--- config.mk ---
export PLATFORM = sky130hd
export DESIGN_NAME = vga_rx_monitor
export DESIGN_NICKNAME = d
export VERILOG_FILES = /design/src/rtl/vga_rx_monitor.sv
export SDC_FILE = /design/constraint.sdc
export NUM_CORES = 1
export LEC_CHECK = 0
export BUFFER_PORTS_ARGS = -buffer_cell sky130_fd_sc_hd__buf_2
export CAP_MARGIN = 10
export CORE_UTILIZATION = 56
export CTS_CLUSTER_SIZE = 8
export DETAILED_ROUTE_END_ITERATION = 10
export PLACE_DENSITY = 0.8
export REMOVE_ABC_BUFFERS = 1
export SETUP_SLACK_MARGIN = 0.5
export SLEW_MARGIN = 20
export SYNTH_ARGS = -nofsm -noshare
export SYNTH_HDL_FRONTEND = slang
export SYNTH_SLANG_ARGS = --single-unit
--- constraint.sdc ---
create_clock -name clk -period 3.45 [get_ports clk]
set_input_delay 0.8625 -clock clk [delete_from_list [all_inputs] [get_ports clk]]
set_output_delay 0.8625 -clock clk [all_outputs]
set_load 0.01 [all_outputs]
--- src/rtl/vga_rx_monitor.sv ---
// Receive-side monitor for a VGA sync/colour stream: timing lock, pixel coordinates, frame checksum, probe capture.
// Optional blanking-colour check is built only when VGA_RX_BLANK_CHECK_EN is defined.
module vga_rx_monitor #(
  parameter int unsigned H_TOTAL     = 800,
  parameter int unsigned V_TOTAL     = 525,
  parameter int unsigned H_ACT_START = 144,
  parameter int unsigned V_ACT_START = 35,
  parameter int unsigned H_ACT       = 640,
  parameter int unsigned V_ACT       = 480,
  parameter int unsigned LOCK_FRAMES = 2
) (
  input  logic        clk,
  input  logic        rst_n,
  input  logic        hsync,
  input  logic        vsync,
  input  logic [3:0]  r,
  input  logic [3:0]  g,
  input  logic [3:0]  b,
  input  logic [9:0]  probe_x,
  input  logic [9:0]  probe_y,
  output logic [9:0]  px_x,
  output logic [9:0]  px_y,
  output logic        px_valid,
  output logic [11:0] px_rgb,
  output logic        locked,
  output logic [9:0]  line_len,
  output logic [9:0]  frame_lines,
  output logic        err_hline,
  output logic        err_vframe,
  output logic [15:0] frame_sum,
  output logic        frame_done,
  output logic [11:0] probe_rgb,
  output logic        probe_stb,
  output logic        err_blank
);

  localparam logic [9:0] HT   = 10'(H_TOTAL);
  localparam logic [9:0] VT   = 10'(V_TOTAL);
  localparam logic [9:0] HS   = 10'(H_ACT_START);
  localparam logic [9:0] HE   = 10'(H_ACT_START + H_ACT);
  localparam logic [9:0] VS   = 10'(V_ACT_START);
  localparam logic [9:0] VE   = 10'(V_ACT_START + V_ACT);
  localparam logic [9:0] CMAX = '1;
  localparam logic [2:0] LF   = 3'(LOCK_FRAMES);

  typedef enum logic [1:0] {SEARCH, MEASURE, LOCKED} state_t;

  state_t      state;
  logic        hs_d, vs_line, bad;
  logic [9:0]  hcnt, vline;
  logic [2:0]  good;
  logic [15:0] acc;

  logic        hfall, fstart, len_bad, frame_ok, active, herr, verr, probe_hit;
  logic [9:0]  hpos, vline_inc, col, row;
  logic [11:0] rgb;

  always_comb begin
    hfall     = hs_d & ~hsync;
    fstart    = hfall & ~vsync & vs_line;
    hpos      = hfall ? '0 : hcnt;
    vline_inc = vline + 10'd1;
    rgb       = {r, g, b};
    col       = hpos - HS;
    row       = vline - VS;
    len_bad   = hfall & (hcnt != HT);
    frame_ok  = (vline_inc == VT);
    active    = (state == LOCKED) && (hpos >= HS) && (hpos < HE) &&
                (vline >= VS) && (vline < VE);
    // A saturated counter means hsync has gone missing; treat it as a bad line.
    herr      = (state == LOCKED) & (len_bad | (hcnt == CMAX));
    verr      = (state == LOCKED) & fstart & ~frame_ok;
    probe_hit = active & (col == probe_x) & (row == probe_y);
  end

  assign locked = (state == LOCKED);

  always_ff @(posedge clk or negedge rst_n) begin
    if (!rst_n) begin
      hs_d        <= 1'b1;
      vs_line     <= 1'b1;
      hcnt        <= '0;
      vline       <= '0;
      line_len    <= '0;
      frame_lines <= '0;
    end else begin
      hs_d <= hsync;
      hcnt <= (hpos == CMAX) ? CMAX : hpos + 10'd1;
      if (hfall) begin
        line_len <= hcnt;
        vs_line  <= vsync;
        if (fstart) begin
          frame_lines <= vline_inc;
          vline       <= '0;
        end else begin
          vline <= (vline == CMAX) ? CMAX : vline_inc;
        end
      end
    end
  end

  always_ff @(posedge clk or negedge rst_n) begin
    if (!rst_n) begin
      state      <= SEARCH;
      good       <= '0;
      bad        <= 1'b0;
      err_hline  <= 1'b0;
      err_vframe <= 1'b0;
    end else begin
      err_hline  <= 1'b0;
      err_vframe <= 1'b0;
      case (state)
        SEARCH: begin
          if (fstart) begin
            state <= MEASURE;
            good  <= '0;
            bad   <= 1'b0;
          end
        end
        MEASURE: begin
          // The line closed by the frame-start hsync still counts toward the frame ending here.
          if (fstart) begin
            bad <= 1'b0;
            if (!bad && !len_bad && frame_ok) begin
              good <= good + 3'd1;
              if (good + 3'd1 == LF) state <= LOCKED;
            end else begin
              good <= '0;
            end
          end else if (len_bad) begin
            bad <= 1'b1;
          end
        end
        LOCKED: begin
          err_hline  <= herr;
          err_vframe <= verr;
          if (herr | verr) state <= SEARCH;
        end
        default: state <= SEARCH;
      endcase
    end
  end

  always_ff @(posedge clk or negedge rst_n) begin
    if (!rst_n) begin
      px_x       <= '0;
      px_y       <= '0;
      px_valid   <= 1'b0;
      px_rgb     <= '0;
      acc        <= '0;
      frame_sum  <= '0;
      frame_done <= 1'b0;
      probe_rgb  <= '0;
      probe_stb  <= 1'b0;
    end else begin
      px_valid <= active;
      if (active) begin
        px_x   <= col;
        px_y   <= row;
        px_rgb <= rgb;
      end
      probe_stb <= probe_hit;
      if (probe_hit) probe_rgb <= rgb;
      frame_done <= 1'b0;
      if ((state == LOCKED) && fstart && !verr) begin
        frame_sum  <= acc;
        frame_done <= 1'b1;
        acc        <= '0;
      end else if (herr | verr) begin
        acc <= '0;
      end else if (active) begin
        acc <= acc + 16'(rgb);
      end
    end
  end

`ifdef VGA_RX_BLANK_CHECK_EN
  always_ff @(posedge clk or negedge rst_n) begin
    if (!rst_n) err_blank <= 1'b0;
    else        err_blank <= (state == LOCKED) & ~active & (rgb != '0);
  end
`else
  assign err_blank = 1'b0;
`endif

endmodule
# Word-level counts from Yosys, hierarchy flattened
# Index checks and enable logic that the tools add are counted.
[totals]
latchBits = 0
register_bits = 129
in_bits = 36
out_inout_bits = 87
ram_bits = 0
rom_bits = 0
mem_count = 0
wordCells = 102
[op_classes]
n_mux = 24
n_reduce_logical = 18
shifts = 0
mul = 0
n_lt_le_gt_ge = 4
add_sub_neg = 6
n_bitwise = 14
div = 0
n_eq_ne = 16
[op_table]
columns = ["operator", "count"]
rows = [
  ["16-bit 2-to-1 mux", 3],
  ["10-bit == test, second input constant", 4],
  ["10-bit 2-to-1 mux", 4],
  ["10-bit by 1-bit adder with 10-bit output, second input constant", 2],
  ["10-bit == test", 2],
  ["10-bit < comparator, second input constant", 2],
  ["16-bit by 12-bit adder with 16-bit output", 1],
  ["10-bit by 6-bit >= comparator with 1-bit output, second input constant", 1],
  ["10-bit by 8-bit >= comparator with 1-bit output, second input constant", 1],
  ["2-bit 2-to-1 mux", 5],
  ["10-bit != test, second input constant", 1],
  ["10-bit by 6-bit subtractor with 10-bit output, second input constant", 1],
  ["10-bit by 8-bit subtractor with 10-bit output, second input constant", 1],
  ["1-bit bitwise AND", 9],
  ["3-bit 2-to-1 mux", 3],
  ["1-bit logical AND", 8],
  ["2-bit != test, second input constant", 4],
  ["1-bit 2-to-1 mux", 6],
  ["2-bit one-hot mux with 3 select lines", 1],
  ["3-bit one-hot mux with 2 select lines", 1],
  ["3-bit AND reduction", 2],
  ["5-bit AND reduction", 1],
  ["3-bit by 1-bit adder with 3-bit output, second input constant", 1],
  ["3-bit by 2-bit == test with 1-bit output, second input constant", 1],
  ["12 further kinds", 17],
]

# Depth between registers and ports, before layout
# Gate-level depths: netlist of the first run.
[depth]
word_depth = 11
mapped_depth = 14
depth_no_buf = 11

# Least setup slack after synthesis of the first run
# OpenSTA, ideal clock, no wires.
[synth_timing]
path_type = "input to register"
startpoint = "input hsync"
endpoint = "register probe_rgb[10]"
n_path_buf = 3
t_required_ns = 3.325
slack_ns = -0.024
stages = 14
arrival_time_ns = 3.349
setup_time_ns = 0.125
path_cell_list = "nand2b_1 clkbuf_1 clkbuf_1 nand2_1 ha_1 nand2b_1 a211oi_1 a221o_1 inv_2 nand4_1 nor4_1 nand4bb_1 buf_6 mux2_4"
[synth_via]
elab_chain_cells = 10
elab_cells_between_ends = 13
cone_classes = "add/sub (1); order compare (2); eq/ne (1); mux (1); bitwise (4); reduce/logical (4)"
[synth_lines]
columns = ["item", "line_no", "rtl"]
rows = [
  ["from (decl)", "14", "input logic hsync,"],
  ["1-bit inverter (*)", "59", "hfall = hs_d & ~hsync;"],
  ["1-bit bitwise AND (*)", "59", ""],
  ["10-bit 2-to-1 mux (*)", "61", "hpos = hfall ? '0 : hcnt;"],
  ["branches (longest 5 deep; another with 10-bit by 8-bit subtractor with 10-bit output)", "--", ""],
  ["1-bit bitwise AND (*) (2 in series)", "73", "probe_hit = active & (col == probe_x) & (row == probe_y);"],
  ["to (signal assigned)", "163", "if (probe_hit) probe_rgb <= rgb;"],
  ["to (decl)", "32", "output logic [11:0] probe_rgb,"],
]
# Mark *: on every way between the ends.
# A chain may end at the register's enable or synchronous reset.

# Worst setup path in the final report of the first run
[layout_timing]
startpoint = "input hsync"
endpoint = "register probe_rgb[7]"
# Same word-level chain as after synthesis.

==> run metrics, run 1 <==
Setup CP Type=in -> reg; top_reg_cell synth=dfrtp_1; core area=11520 sq um; Worst Setup SP=hsync; synthesized cell area=6675 sq um; root buf cell=clkbuf_16; cell chain of the critical path=buf_2 > nand2b_1 > nand2_1 > ha_2 > xnor2_1 > nor4_1 > nand4_1 > nor4_2 > nand4bb_1 > buf_6 > mux2_4; initial cell density of the core=0.5796; PwrDens=549.6 nW/um^2; nature of the critical path endpoint=register; clock sinks=129; CP peak stage delay=310 ps; post-synthesis sequential area ratio=0.4840; Clock H-tree levels=4; area grow syn2layout=21.41%; drc violations=24; cell accounting for the most synthesized area=dfrtp_1; Final period util=0.8233; non-filler cells in the finished layout=957; count leader, synth=nand2_1; DP Cell Count=925; # diodes=0; fraction of registers with async set/reset=1.000; RePlAce Congestion=0.8992; global-route wire length before repair=27.66 mm; Num CTS Buffers=17; reg-to-reg critical path startpoint=vline[1]$_DFFE_PN0P_; Worst-Margin Slew=817.3 ps; vias in the first global route=5711; Yosys top cell area share=0.4761; Yosys reg bits=129; WL final=16.76 mm; Post-synth EDFFs=0; largest net degree at the start of global routing=63; setup_tns=0 ps; RSZ-0062 raised after global routing=yes; Worst-path clk slew=60 ps; layout cells sized above 1=0.2715; First-pass DRT Iterations=7; 1st-iter DRT viols=368; total track usage=0.2864; Finish-stage setup viols=0; I/O pin count=123; failing checks=DRC; fin nets=860; post-DP HPWL=11.55 mm; total leakage power=0.004202 uW; Die Ht=111.2 microns; Max VDD drop=0.2973 mV; initial antenna violation count=0; delay-heaviest family, CP=simple AND/OR/NAND/NOR gates; Max Root-Sink Buffers=2; syn avg cell area=9.731 sq um; worst path required time=3750 ps; HP Class=in -> async; clk_skew=6.529 ps; Post-synth top cells=152 x nand2_1, 127 x dfrtp_1, 50 x o21ai_0, 32 x clkbuf_1, 27 x xnor2_1; Distinct cells, synth=64; GRT overflow=0; Syn Inst Count=686; Final Max Tran Viols=0; CTS tree=done; Fin. Hold Viols=0; Worst Path Arrival=3140 ps; DR WL/cell=17.51 microns; post-layout min period=2840 ps; slowest CP cell=mux2_4; Cell Rows=39; status=finished with violations; PortBufs=121; Die Width=111.2 microns; Buf/Inv on CP=2; Via-to-Cell Ratio=5.814; max_cap viols=0; Clock Latency Late Sink=420 ps; crit path launch type=input port; worst-path fanout max=12; Synth area leaders=dfrtp_1 48%, nand2_1 8.5%, ha_1 3.7%; DRT antenna net count=0; Syn. warnings=0; Slew Limit Headroom=0.4509; Vias=5564; Die ar.=12360 sq um; upper clock frequency limit=352.1 MHz
[cell type report]
cell class              instances  area, sq um
fillers                       800         3412
flip-flops and latches        129         3231
multi-input cells             492         3231
repair buffers                143        802.0
clock buffers                  21        480.5
well taps                     143        178.9
clock inverters                 9        106.4
inverters                      20        75.07
[cells in the final DEF, fill, tap and decap left out, types with 14 or more instances in the layout]
cell type,instances
a21oi_1,22
buf_2,120
buf_4,20
clkbuf_16,17
dfrtp_1,127
ha_1,17
inv_1,19
mux2_2,18
nand2_1,152
nand3_1,14
nor2_1,23
o21ai_0,49
xnor2_1,27
xor2_1,22
[power by group]
| part | switching [uW] | internal (uW) | leakage (uW) |
|---|---|---|---|
| clock | 641 | 1130 | 0.000283 |
| sequential | 140 | 1630 | 0.00175 |
| combinational | 544 | 375 | 0.00217 |
| total | 1320 | 3130 | 0.00420 |
[flip-flops by register name, indices dropped and copies added, names as in the netlist, 2 cells and up]
name,count
state,2
good,3
line_len,10
px_y,10
px_x,10
hcnt,10
frame_lines,10
vline,10
frame_sum,16
acc,16
px_rgb,12
probe_rgb,12
[cells by family after synthesis]
| logic type | count (synthesis) | synth area share |
|---|---|---|
| flops | 129 | 0.4840 |
| mux | 31 | 0.05736 |
| simple gates | 250 | 0.1743 |
| buf+inv | 65 | 0.04124 |
| xor+xnor | 51 | 0.07198 |
| compound gates | 138 | 0.1301 |
| fa+ha+maj | 21 | 0.04049 |
| other cells | 1 | 0.0005618 |
[through the flow]
step | setup WS, ps | hold slack [ps] | cell area, sq um | utilization | power, uW
after floorplan | -1623 | 443.8 | 6475 | - | 2316
after global placement | 159.0 | 450.5 | 7428 | 0.6450 | 2634
after detailed placement | 18.19 | 451.2 | 7428 | 0.6450 | 2659
after CTS | 522.0 | 374.1 | 8060 | 0.6999 | 4458
after global routing | 492.2 | 383.1 | 8104 | 0.7037 | 4655
final | 609.6 | 370.1 | 8104 | 0.7037 | 4454
[metal layers]
| layer | track usage | vias up | share of wire |
|---|---|---|---|
| met5 | 0 | - | 0 |
| met4 | 0.1441 | 0 | 0.029 |
| met3 | 0.06233 | 43 | 0.065 |
| met2 | 0.4708 | 238 | 0.49 |
| met1 | 0.3572 | 2693 | 0.41 |
| li1 | - | 2590 | - |
[worst reg2reg max path, delay by kind of cell (launching register included)]
family	cells	cell delay [ps]
compound gates	2	400
buf+inv	1	190
flops	1	480
simple gates	4	1310
fa+ha+maj	1	330
[repair_timing]
item | 4_1_cts | 5_1_grt
resized for setup | 3 | 9
endpoints found under the setup margin | 30 | 35
hold endpoints to repair | 0 | 0
hold buffers | 0 | 0
pin swaps | 2 | 1
buffers inserted | 1 | 1
[final timing paths]
kind / to / slack [ps] / depth (start not counted)
worst max-delay path: probe_rgb[7]$_DFFE_PN0P_ / 610 / 11
worst min-delay path: px_y[0]$_DFFE_PN0P_ / 370 / 1
worst max register to register: vline[4]$_DFFE_PN0P_ / 660 / 8
worst min register to register: px_x[3]$_DFFE_PN0P_ / 460 / 2
max in group asynchronous: px_rgb[9]$_DFFE_PN0P_ / 2240 / 2
min in group clk: px_x[3]$_DFFE_PN0P_ / 460 / 2
Power figures use the tool's default switching activity.
==> run 2: changes to the inputs <==
- ABC_AREA: default -> 1
- CORE_UTILIZATION: 56 -> 51
- PLACE_DENSITY: 0.8 -> 0.77
- clock period: 3.45 -> 2.3 ns (I/O delays scaled with it)
==> run 2 against run 1 <==
The flow now finishes without violations. Worst setup slack got worse by 610 ps. Final area rose by 25%. Sequential share of layout area fell by 8.0 points. Register-to-register slack got worse by 660 ps. Total power rose by 65%. Area after synthesis rose by 1.1%. Sequential power rose by 50%. Clock-buffer cell count fell by 3. Die area rose by 11%.
==> run metrics, run 2 <==
Syn. warnings=0 (unchanged); max_cap viols=0 (unchanged); Setup WS post-layout=1.887 ps (-607.7 ps); RSZ-0062 raised after global routing=yes; clk_skew=11.94 ps (+5.413 ps); switching part of the total=0.3389 (+0.04154); delay-heaviest family, CP=simple AND/OR/NAND/NOR gates; nature of the critical path endpoint=register; worst reg2reg endpoint=probe_rgb[4]$_DFFE_PN0P_; Worst-path clk slew=60 ps (about the same); vias in the first global route=6460 (+13%); top_reg_cell synth=dfrtp_1; CTS tree=done; Clk pwr share=0.389 (-0.008); pre-CTS WS=-221.7 ps (-239.9 ps); Fin. Hold Viols=0 (unchanged); drc violations=0 (-100%); CP most frequent cell=nand2_1; Yosys top cell area share=0.4709 (-0.005208); First-pass DRT Iterations=6 (-1); total leakage power=0.005428 uW (+29%); hold path start=hsync; cell chain of the critical path=nand2_4 > buf_12 > nand2_8 > ha_4 > nand2_2 > nor2_2 > nand3_1 > nand2_1 > nand2_1 > inv_2 > nand3_1 > nor2_4 > nand3_4 > nand2_1 > nand2_1; initial cell density of the core=0.5284 (-0.05128); Distinct cells, synth=43 (-33%); Cell Rows=41 (+5.1%); Combinational Power Share=0.250 (+0.044); total track usage=0.3145 (+0.02804); cell accounting for the most synthesized area=dfrtp_1; Psw=2494 uW (+88%); setup slack, reg-to-reg=2 ps (-660 ps); Setup CP Type=reg -> reg; DRT antenna net count=0 (unchanged); fraction of registers with async set/reset=1.000 (unchanged); DP Cell Count=1172 (+27%); Num CTS Buffers=17 (unchanged); Final period util=0.9992; root buf cell=clkbuf_16; core area=12770 sq um (+11%); Die Width=117.0 microns (+5.3%); R2R depth=15 (+7); PortBufs=121 (unchanged); Worst Path Arrival=2620 ps (-520 ps); 1st-iter DRT viols=787 (+110%); worst path required time=2620 ps (-1130 ps); Post-synth EDFFs=0 (unchanged); largest net degree at the start of global routing=60 (-4.8%); post-synthesis sequential area ratio=0.4787 (-0.005294); Syn Inst Count=859 (+25%); Vias=7245 (+30%); non-filler cells in the finished layout=1253 (+31%); reg-to-reg critical path startpoint=hs_d$_DFF_PN1_; layout cells sized above 1=0.4139 (+0.1424); Via-to-Cell Ratio=5.782 (-0.55%); upper clock frequency limit=435.1 MHz; crit path launch type=register; slowest CP cell=dfstp_2; Yosys reg bits=129 (unchanged); status=completed; post-layout min period=2298 ps; Worst Setup SP=hs_d$_DFF_PN1_; Finish-stage setup viols=0 (unchanged); sequential share of power=0.361 (-0.036); I/O pin count=123 (unchanged); CP peak stage delay=550 ps (+240 ps); RePlAce Congestion=0.8835 (-1.7%); count leader, synth=nand2_1; Die ar.=13700 sq um (+11%); worst-path fanout max=13 (+1); PwrDens=724.9 nW/um^2 (+32%); GRT overflow=0 (unchanged); Max VDD drop=0.6008 mV (+100%); Clock H-tree levels=4 (unchanged); Largest regs=acc: 16 flops, frame_sum: 16 flops; most common cell after layout, fill and taps aside=nand2_1; initial antenna violation count=0 (unchanged); Die Ht=117.0 microns (+5.3%); syn avg cell area=7.857 sq um (-19%); fin nets=1124 (+31%); Post-synth top cells=303 x nand2_1, 127 x dfrtp_1, 84 x inv_1, 58 x nor2_1, 52 x nand3_1; Synth area leaders=dfrtp_1 47%, nand2_1 17%, inv_1 4.7%; area grow syn2layout=50.43%; internal power=4865 uW (+55%); HP Class=in -> reg; global-route wire length before repair=32.02 mm (+16%); Clock Latency Late Sink=440 ps (+20 ps); WL final=23.80 mm (+42%); clock sinks=129 (unchanged); most frequent cells in the layout=216 x nand2_1, 124 x dfrtp_1, 120 x buf_2; Buf/Inv on CP=2 (unchanged); Worst path depth=15 (+4); post-DP HPWL=12.26 mm (+6.2%); synthesized cell area=6749 sq um (+1.1%); DR WL/cell=18.99 microns (+8.5%); CP Capture Point=probe_rgb[4]$_DFFE_PN0P_; Max Root-Sink Buffers=2 (unchanged); Final Max Tran Viols=0 (unchanged)
[run 2: metrics by stage]
| step | setup TNS [ps] | area, sq um | hold WS [ps] | total power (uW) | util |
|---|---|---|---|---|---|
| after CTS | 0 | 9344 | 380.0 | 6949 | 0.7315 |
| after global placement | -2186 | 7814 | 457.8 | 3953 | 0.6117 |
| after global routing | -1233 | 10150 | 381.9 | 7618 | 0.7946 |
| after detailed placement | -4040 | 7814 | 456.1 | 3981 | 0.6117 |
| after floorplan | -14160 | 6598 | 279.4 | 3468 | - |
| final | 0 | 10150 | 390.3 | 7360 | 0.7948 |
[run 2: logic make-up after synthesis]
kind of cell / share of synthesized area
simple gates: 0.2972
flops: 0.4787
buf+inv: 0.07360
compound gates: 0.08658
fa+ha+maj: 0.04004
xor+xnor: 0.02336
other cells: 0.0005556
[run 2: worst min path at each step]
stage | to | slack (ps) | cells after the start
2_1_floorplan | acc[0]$_DFFE_PN0P_ | 280 | 0
5_1_grt | hs_d$_DFF_PN1_ | 380 | 2
3_3_place_gp | px_x[4]$_DFFE_PN0P_ | 460 | 1
3_5_place_dp | px_x[4]$_DFFE_PN0P_ | 460 | 1
4_1_cts | px_rgb[2]$_DFFE_PN0P_ | 380 | 3
6_report | hs_d$_DFF_PN1_ | 390 | 2
[run 2: repair_timing]
action	4_1_cts	5_1_grt
gates cloned	9	3
resized for setup	146	185
endpoints found under the setup margin	105	110
hold buffers	1	0
setup buffers	23	12
endpoints found under the hold margin	4	0
pin swaps	50	38
[run 2: power by group through the flow]
stage	logic, uW	clock network [uW]	registers (uW)
CTS	1510	2830	2610
floorplan	815	0	2650
global placement	1330	0	2620
global route	1990	2960	2670
finish	1840	2860	2660
detailed placement	1360	0	2620
[run 2: area by class of cell]
cell class | instances | area (sq um)
multi-input combinational | 615 | 3949
sequential | 129 | 3234
clock buffer | 18 | 439.2
timing repair buffer | 212 | 1757
fill | 690 | 2621
tap | 172 | 215.2
antenna | 1 | 2.502
inverter | 92 | 377.9
clock inverter | 14 | 177.7
[run 2: worst register-to-register path, delay by kind of cell (launching register included)]
kind                     cells  cell delay, ps
adder cells (fa/ha/maj)      1             130
flip-flops                   1             550
AND/OR/NAND/NOR             12            1220
buffers and inverters        2             290
[run 2: per-layer routing]
layer	routed length, microns	GRT usage
met4	1409	0.1764
met1	8855	0.3954
met5	0	0
met3	1970	0.06591
met2	11560	0.5081
==> run 3: changes to the inputs <==
- CORE_MARGIN: default -> 3
- SETUP_SLACK_MARGIN: 0.5 -> 0.3
==> run 3 against run 2 <==
The run now ends with setup timing left. Sequential cell count did not move. Worst setup slack worse by 12 ps. Utilization shrank 6.8 points. Critical path type unchanged. Largest cell class unchanged.
==> run metrics, run 3 (synthesis gave the netlist of run 2 again) <==
status=finished with violations; failing checks=setup timing; Max VDD drop=0.6659 mV (+11%); delay-heaviest family, CP=simple AND/OR/NAND/NOR gates; Finish-stage setup viols=2 (+2); setup slack, reg-to-reg=-10 ps (about the same); CTS tree=done; post-layout min period=2310 ps (+11.63 ps); CP peak stage delay=550 ps (about the same); Hold Buf Count CTS=0 (-1); Worst Path Arrival=2630 ps (about the same); Via-to-Cell Ratio=5.338 (-7.7%); reg-to-reg critical path startpoint=hs_d$_DFF_PN1_; clk_skew=10.22 ps (-1.718 ps); global-route wire length before repair=29.10 mm (-9.1%); nature of the critical path endpoint=register; 1st-iter DRT viols=534 (-32%); DR WL/cell=15.77 microns (-17%); largest net degree at the start of global routing=35 (-42%); total leakage power=0.005141 uW (-5.3%); upper clock frequency limit=432.9 MHz (-0.50%); most frequent cells in the layout=272 x nand2_1, 124 x dfrtp_1, 120 x buf_2; Num CTS Buffers=17 (unchanged); worst-path fanout max=7 (-6); drc violations=0 (unchanged); layout cells sized above 1=0.3082 (-0.1057); Clock Latency Late Sink=430 ps (about the same); fin nets=1105 (-1.7%); Clock H-tree levels=4 (unchanged); I/O pin count=123 (unchanged); WL final=19.46 mm (-18%); total power=7122 uW (-3.2%); fill count=899 (+30%); initial cell density of the core=0.5284 (unchanged); core area=12770 sq um (unchanged); PwrDens=767.5 nW/um^2 (+5.9%); slowest CP cell=dfstp_2; vias in the first global route=5923 (-8.3%); GRT overflow=0 (unchanged); Fin. Hold Viols=0 (unchanged); Worst-path clk slew=50 ps (about the same); Die ar.=14650 sq um (+7.0%); First-pass DRT Iterations=9 (+3); Buf/Inv on CP=2 (unchanged); most common cell after layout, fill and taps aside=nand2_1; cell chain of the critical path=nand2_4 > buf_4 > nand2_4 > ha_1 > nand2_1 > nor2_2 > nand3_1 > nand2_1 > nand2_1 > inv_2 > nand3_1 > nor2_4 > nand3_4 > nand2_2 > nand2_1; HP Class=in -> async; initial antenna violation count=0 (unchanged); RePlAce Congestion=0.9375 (+6.1%); RSZ-0062 raised after global routing=yes; total track usage=0.2532 (-0.06130); Setup WS post-layout=-9.744 ps (-11.63 ps); root buf cell=clkbuf_16; Setup CP Type=reg -> reg; Die Width=121.0 microns (+3.4%); max_cap viols=0 (unchanged); post-DP HPWL=12.79 mm (+4.3%); Cell Rows=41 (unchanged); crit path launch type=register; R2R depth=15 (unchanged); area grow syn2layout=37.49%; Largest regs=acc: 16 flops, frame_sum: 16 flops; PortBufs=121 (unchanged); Max Root-Sink Buffers=2 (unchanged); pre-CTS WS=-190.2 ps (+31.47 ps); CP most frequent cell=nand2_1; clock sinks=129 (unchanged); Vias=6587 (-9.1%); worst path required time=2620 ps (about the same); DRT antenna net count=0 (unchanged); Die Ht=121.0 microns (+3.4%); Final Max Tran Viols=0 (unchanged); worst reg2reg endpoint=probe_rgb[11]$_DFFE_PN0P_; Final period util=1.004 (+0.005057)
## run 3: changes by cell type in the layout (fill, tap and decap cells not counted), moves of 8 or more
| cell | previous run | this run |
|---|---|---|
| buf_16 | 8 | 0 |
| buf_6 | 28 | 12 |
| nand2_1 | 216 | 272 |
| nand2_2 | 66 | 29 |
| nand2_4 | 24 | 8 |
| nor2_1 | 37 | 51 |
| nor2_4 | 22 | 9 |
| o21ai_0 | 19 | 40 |
| o21ai_2 | 19 | 5 |
## run 3: final cells by class
cell class | count | area (sq um) | share of cell area
inverters | 92 | 362.8 | 0.03910
clock buffers | 19 | 432.9 | 0.04666
clock inverters | 13 | 186.4 | 0.02009
repair buffers | 193 | 1421 | 0.1532
diodes | 1 | 2.502 | 0.0002697
well taps | 172 | 215.2 | 0.02319
multi-input cells | 615 | 3423 | 0.3689
flip-flops and latches | 129 | 3234 | 0.3486
## run 3: per-stage QoR
| stage | cell area [sq um] | util | instances | setup TNS, ps | hold WS, ps |
|---|---|---|---|---|---|
| final | 9279 | 0.7264 | 1234 | -12.23 | 114.3 |
| after global routing | 9276 | 0.7262 | 1233 | -4190 | 133.1 |
| after CTS | 8690 | 0.6803 | 1219 | 0 | 114.5 |
| after detailed placement | 7834 | 0.6133 | 1178 | -2828 | 461.0 |
| after global placement | 7834 | 0.6133 | 1178 | -704.2 | 458.4 |
| after floorplan | 6598 | - | 835 | -14160 | 279.4 |
## run 3: worst max path at each step
stage                         from                   endpoint  slack (ps)  cells past startpoint
finish              hs_d$_DFF_PN1_  probe_rgb[11]$_DFFE_PN0P_         -10                     15
global route        hs_d$_DFF_PN1_  probe_rgb[11]$_DFFE_PN0P_        -180                     15
CTS                 hs_d$_DFF_PN1_   probe_rgb[1]$_DFFE_PN0P_         130                     13
detailed placement           hsync   probe_rgb[3]$_DFFE_PN0P_        -190                     15
global placement             hsync   probe_rgb[7]$_DFFE_PN0P_         -60                     15
floorplan                    hsync         acc[2]$_DFFE_PN0P_        -530                     16
## run 3: routing by layer
metal,track usage,vias to the layer above,routed length (microns)
li1,-,3141,-
met1,0.3442,3099,8212
met2,0.3994,300,9221
met3,0.04802,47,1496
met4,0.1055,0,525
met5,0,-,0
## run 3: what timing repair did
action,in CTS,in global routing
hold endpoints to repair,0,0
cloned,2,5
setup endpoints to repair,57,104
pin swaps,7,15
setup buffers,7,9
resized for setup,34,110
## run 3: report_power, final
group / switching, uW / internal [uW]
Clock: 1040 / 1810
Combinational: 1030 / 626
Sequential: 172 / 2450
## run 3: worst register-to-register path: stages (launching register included)
cell     delay [ps]
dfstp_2         550
nand2_4         100
buf_4           150
nand2_4          60
ha_1            150
nand2_1          60
nor2_2          120
nand3_1          80
nand2_1          90
nand2_1          60
inv_2            60
nand3_1         130
nor2_4          270
nand3_4         180
nand2_2         110
nand2_1          50
